**config.mk**
```make
export PLATFORM = sky130hd
export DESIGN_NAME = fetch_unit
export DESIGN_NICKNAME = d
export VERILOG_FILES = /design/src/rtl/rv32_pkg.sv /design/src/rtl/fetch_buffer.sv /design/src/rtl/fetch_unit.sv
export SDC_FILE = /design/constraint.sdc
export NUM_CORES = 1
export LEC_CHECK = 0
export CAP_MARGIN = 0
export CORE_UTILIZATION = 26
export DETAILED_ROUTE_END_ITERATION = 8
export PLACE_DENSITY_LB_ADDON = 0.12
export SETUP_SLACK_MARGIN = 0.02
export SYNTH_ARGS = -nofsm -noshare
export SYNTH_HDL_FRONTEND = slang
export SYNTH_SLANG_ARGS = --single-unit
```
**constraint.sdc**
```tcl
create_clock -name clk -period 9.25 [get_ports clk]
set_input_delay 0.925 -clock clk [delete_from_list [all_inputs] [get_ports clk]]
set_output_delay 0.925 -clock clk [all_outputs]
set_load 0.005 [all_outputs]
```
**src/rtl/rv32_pkg.sv**
```systemverilog
// Shared RV32 definitions for the fetch path and the later pipeline stages.
// A fetch entry pairs an instruction word with the PC it was fetched from.
package rv32_pkg;
  localparam int XLEN        = 32;
  localparam logic [XLEN-1:0] NOP_INSTR = 32'h0000_0013;
  localparam int INSTR_BYTES = 4;

  typedef struct packed {
    logic [XLEN-1:0] pc;
    logic [XLEN-1:0] instr;
  } fetch_entry_t;
endpackage

```
**src/rtl/fetch_buffer.sv**
```systemverilog
// Small synchronous FIFO of fetch entries with flush; the head reads as zero when empty.
// Flush dominates push and pop in the same cycle.
module fetch_buffer
  import rv32_pkg::*;
#(
  parameter int DEPTH = 2
) (
  input  logic                   clk,
  input  logic                   rst,
  input  logic                   push,
  input  fetch_entry_t           push_data,
  input  logic                   pop,
  input  logic                   flush,
  output logic [$clog2(DEPTH):0] count,
  output logic                   empty,
  output fetch_entry_t           head
);
  localparam int AW = $clog2(DEPTH);
  localparam int CW = AW + 1;

  fetch_entry_t  mem [DEPTH];
  logic [AW-1:0] wr_ptr;
  logic [AW-1:0] rd_ptr;
  logic          full;
  logic          do_push;
  logic          do_pop;

  assign empty   = (count == '0);
  assign full    = (count == CW'(DEPTH));
  assign do_pop  = pop && !empty && !flush;
  assign do_push = push && !flush && (!full || do_pop);
  assign head    = empty ? '0 : mem[rd_ptr];

  always_ff @(posedge clk or posedge rst) begin
    if (rst) begin
      wr_ptr <= '0;
      rd_ptr <= '0;
      count  <= '0;
    end else if (flush) begin
      wr_ptr <= '0;
      rd_ptr <= '0;
      count  <= '0;
    end else begin
      if (do_push) wr_ptr <= wr_ptr + AW'(1);
      if (do_pop)  rd_ptr <= rd_ptr + AW'(1);
      count <= count + CW'(do_push) - CW'(do_pop);
    end
  end

  // Storage carries no reset; validity is tracked by count alone.
  always_ff @(posedge clk) begin
    if (do_push) mem[wr_ptr] <= push_data;
  end
endmodule

```
**src/rtl/fetch_unit.sv**
```systemverilog
// Instruction fetch: owns the fetch PC, issues credit-limited memory requests and
// queues in-order responses for decode; redirects flush and discard stale work.
module fetch_unit
  import rv32_pkg::*;
#(
  parameter logic [31:0] RESET_PC = 32'h0000_0000,
  parameter int          DEPTH    = 2
) (
  input  logic        clk,
  input  logic        rst,
  output logic        imem_req_valid,
  input  logic        imem_req_ready,
  output logic [31:0] imem_req_addr,
  input  logic        imem_rsp_valid,
  input  logic [31:0] imem_rsp_data,
  input  logic        redirect_valid,
  input  logic [31:0] redirect_pc,
  output logic        if_valid,
  input  logic        if_ready,
  output logic [31:0] if_pc,
  output logic [31:0] if_instr
);
  localparam int CW = $clog2(DEPTH) + 1;

  logic [XLEN-1:0] fetch_pc;
  logic [XLEN-1:0] rsp_pc;
  logic [XLEN-1:0] target_pc;
  logic [CW-1:0]   outstanding;
  logic [CW-1:0]   discard;
  logic [CW-1:0]   count;
  logic [CW-1:0]   out_after_rsp;
  logic [CW:0]     in_use;
  logic            req_fire;
  logic            rsp_ok;
  logic            push;
  logic            pop;
  logic            empty;
  logic            unused_ok;
  fetch_entry_t    push_data;
  fetch_entry_t    head;

  assign target_pc = {redirect_pc[31:2], 2'b00};
  assign unused_ok = &{1'b0, redirect_pc[1:0]};

  // Buffered plus in-flight words may never exceed the buffer size.
  assign in_use         = {1'b0, count} + {1'b0, outstanding};
  assign imem_req_valid = !rst && !redirect_valid && (in_use < (CW+1)'(DEPTH));
  assign imem_req_addr  = fetch_pc;
  assign req_fire       = imem_req_valid && imem_req_ready;

  // A response with nothing outstanding is a protocol error; ignore it rather than underflow.
  assign rsp_ok        = imem_rsp_valid && (outstanding != '0);
  assign out_after_rsp = outstanding - CW'(rsp_ok);
  assign push          = rsp_ok && !redirect_valid && (discard == '0);
  assign pop           = if_valid && if_ready && !redirect_valid;

  assign push_data.pc    = rsp_pc;
  assign push_data.instr = imem_rsp_data;

  always_ff @(posedge clk or posedge rst) begin
    if (rst) begin
      fetch_pc    <= RESET_PC;
      rsp_pc      <= RESET_PC;
      outstanding <= '0;
      discard     <= '0;
    end else if (redirect_valid) begin
      fetch_pc    <= target_pc;
      rsp_pc      <= target_pc;
      outstanding <= out_after_rsp;
      discard     <= out_after_rsp;
    end else begin
      if (req_fire) fetch_pc <= fetch_pc + 32'(INSTR_BYTES);
      outstanding <= out_after_rsp + CW'(req_fire);
      if (rsp_ok) begin
        if (discard != '0) discard <= discard - CW'(1);
        else               rsp_pc  <= rsp_pc + 32'(INSTR_BYTES);
      end
    end
  end

  fetch_buffer #(.DEPTH(DEPTH)) u_buffer (
    .clk       (clk),
    .rst       (rst),
    .push      (push),
    .push_data (push_data),
    .pop       (pop),
    .flush     (redirect_valid),
    .count     (count),
    .empty     (empty),
    .head      (head)
  );

  assign if_valid = !empty;
  assign if_pc    = head.pc;
  assign if_instr = head.instr;
endmodule
```
==> results.tsv <==
metric	value	unit
reg-to-reg startpoint	u_buffer.count[0]	
Max Slew Vio Count	0	
Peak supply drop	0.129	mV
Arrival @ worst endpoint	2.75	ns
Num CTS Buffers	17	
final setup fails	0	
largest net degree at the start of global routing	74	
GR Overflow Total	0	
Mean Syn Cell Area	12.2	um^2
post-route ant nets	0	
critical path class	reg -> out	
Worst path max stage delay	0.74	ns
total die area	0.0347	mm^2
crit start category	flip-flop	
Hold Path Class	reg -> reg	
RSZ-0062 raised after global routing	false	
hold depth	0	
post-DP HPWL	15500	um
placeable core region	0.0334	mm^2
CP endpoint kind	output pin	
1st-pass router iterations	5	
Fmax	272	MHz
Setup TNS	0	ns
clock sink count	192	
Pwr Density	210	mW/mm^2
WL/cell	17.7	um
initial antenna violation count	0	
DR iter-0 viols	266	
clock latency at the later pin of the worst-skew pair	0.43	ns
# diodes	0	
Starting Density	26.4	%
total global routing track utilization	13.9	%
setup skew after layout	0.0155	ns
CTS clk-pin slew, worst paths	0.07	ns
Total Wirelength	23800	um
Slowest cell on crit path	buf_4	
first-pass GRT wire length	37200	um
GP Congestion	0.763	
clk root buf	clkbuf_16	
total number of vias	6333	
vias in the first global route	6116	
HP Start	rsp_pc[3]	
Required @ worst endpoint	8.33	ns
leak pwr	0.00391	uW
CTS tree	yes	
Synth cell types	54	
depth of the CTS H-tree	4	
num rows	67	
Yosys warnings	0	
layout cells sized above 1	7.74	%
Synth Flop Type	edfxtp_1	
Die H	186	um
Final Critical Period	3.68	ns
fin area	0.0116	mm^2
CP Cell Sequence	buf_4 -> mux2i_1 -> nor2_1 -> clkdlybuf4s50_1	
Worst-Margin Slew	1.10	ns
Final Net Count	958	
run status	finished clean	
r2r setup slk	6.08	ns
post-CTS sizing	0	
Tcrit/Tclk final	39.8	%
sequential-to-total area share from yosys stat	61.4	%
Port Buffers	161	
Fill cells	3364	
maxcap violations	0	
DIE WIDTH	186	um
Post-synth EDFFs	124	
Max Root-Sink Buffers	2	
Pwr Total	2430	uW
postcts setup bufs	0	
Post-Syn Instances	725	
#FFs+latches synth	192	
CTS Hold Buffers Added	0	
Post-Syn Area	0.00883	mm^2
Slew HR	26.1	%
reg2reg path depth	7	
Fin. Hold Viols	0	
Reg-to-Reg End	imem_req_addr[19]	
worst hold slack	0.556	ns
DRC viols	0	
synthesis-to-finish area growth	30.9	%
Placement Cell Area	0.0110	mm^2
asr flop ratio synth	35.4	%
Worst Hold Endpoint	u_buffer.mem[0][35]	
IO Pins	168	
Critical Path Fanout Max	46	
DR vias/cell	4.73	
==> how the worst max path moves through the flow <==
stage | startpoint | to | slack [ns]
floorplan | redirect_valid | u_buffer.mem[0][0] | 4.29
global placement | rst | imem_req_addr[11] | 5.71
detailed placement | rst | imem_req_addr[11] | 5.68
CTS | u_buffer.rd_ptr | if_pc[21] | 5.44
global route | u_buffer.rd_ptr | if_pc[21] | 5.36
finish | u_buffer.rd_ptr | if_pc[8] | 5.57
==> cell families after synthesis <==
| group | synth area share [%] |
|---|---|
| other | 0.0424 |
| buffers and inverters | 2.78 |
| adder cells (fa/ha/maj) | 1.22 |
| multiplexers | 9.42 |
| AO/OA/AOI/OAI | 6.87 |
| flip-flops | 61.4 |
| XOR/XNOR | 2.48 |
| AND/OR/NAND/NOR | 15.8 |
==> layout make-up <==
class | instances | area [um^2] | share of cell area (%)
repair buffers | 172 | 1690 | 14.6
inverters | 22 | 82.6 | 0.714
multi-input cells | 475 | 3190 | 27.6
flip-flops and latches | 192 | 5430 | 46.9
clock inverters | 14 | 185 | 1.60
well taps | 448 | 561 | 4.85
clock buffers | 17 | 425 | 3.68
==> through the flow <==
step / std cells / utilization, % / setup slack (ns)
final: 1340 / 34.6 / 5.57
after global routing: 1340 / 34.6 / 5.36
after CTS: 1340 / 34.6 / 5.44
after detailed placement: 1309 / 32.7 / 5.68
after global placement: 1309 / 32.7 / 5.71
after floorplan: 728 / - / 4.29
==> synthesized netlist by cell type (17+ instances only) <==
master | n | share of area [%]
a31oi_1 | 23 | 1.6
mux2i_1 | 64 | 7.3
clkbuf_1 | 27 | 1.1
inv_1 | 21 | 0.89
mux2_2 | 17 | 2.2
nand2_1 | 29 | 1.2
nand3_1 | 29 | 1.6
dfrtp_1 | 68 | 19
nand4_1 | 19 | 1.3
nor2_1 | 104 | 4.4
or4_1 | 17 | 1.4
edfxtp_1 | 124 | 42
xnor2_1 | 17 | 1.7
==> report_power, final <==
| part | internal (uW) | switching [uW] |
|---|---|---|
| clock | 451 | 328 |
| combinational | 286 | 277 |
| sequential | 1000 | 84.0 |
==> per-layer routing <==
metal / GRT usage, % / routed length, um
met5: 0 / 0
met4: 3.31 / 225
met3: 3.08 / 1230
met2: 20.2 / 10300
met1: 20.8 / 12100
==> worst max-delay path: cells and delay by family, from the launching register on <==
family	cells	cell delay, ns
flip-flops	1	0.65
buffers and inverters	2	1.36
multiplexers	1	0.17
AND/OR/NAND/NOR	1	0.12
==> registers in the layout, indices dropped and copies added (netlist names) <==
signal	count
u_buffer.mem	124
imem_req_addr	30
rsp_pc	30
discard	2
outstanding	2
u_buffer.count	2
u_buffer.rd_ptr	1
u_buffer.wr_ptr	1
==> placed cells by master, fill, tap and decap left out, types with 4 or more instances in the layout <==
cell type,n
clkdlybuf4s50_1,160
edfxtp_1,124
nor2_1,103
dfrtp_1,67
mux2i_1,64
nand3_1,29
nand2_1,29
a31oi_1,23
inv_1,20
nand4_1,19
xnor2_1,17
mux2_2,17
or4_1,17
clkbuf_16,17
nor3_1,16
nor4_1,12
o31ai_1,12
o21ai_0,11
buf_4,11
and3_1,9
a311oi_1,9
xor2_1,8
a211oi_1,8
and4_1,8
nor2b_1,8
ha_1,7
or3_1,4
a21o_1,4
conb_1,4
clkinv_1,4
bufinv_16,4
No activity file was read; power rests on OpenSTA's default activity.
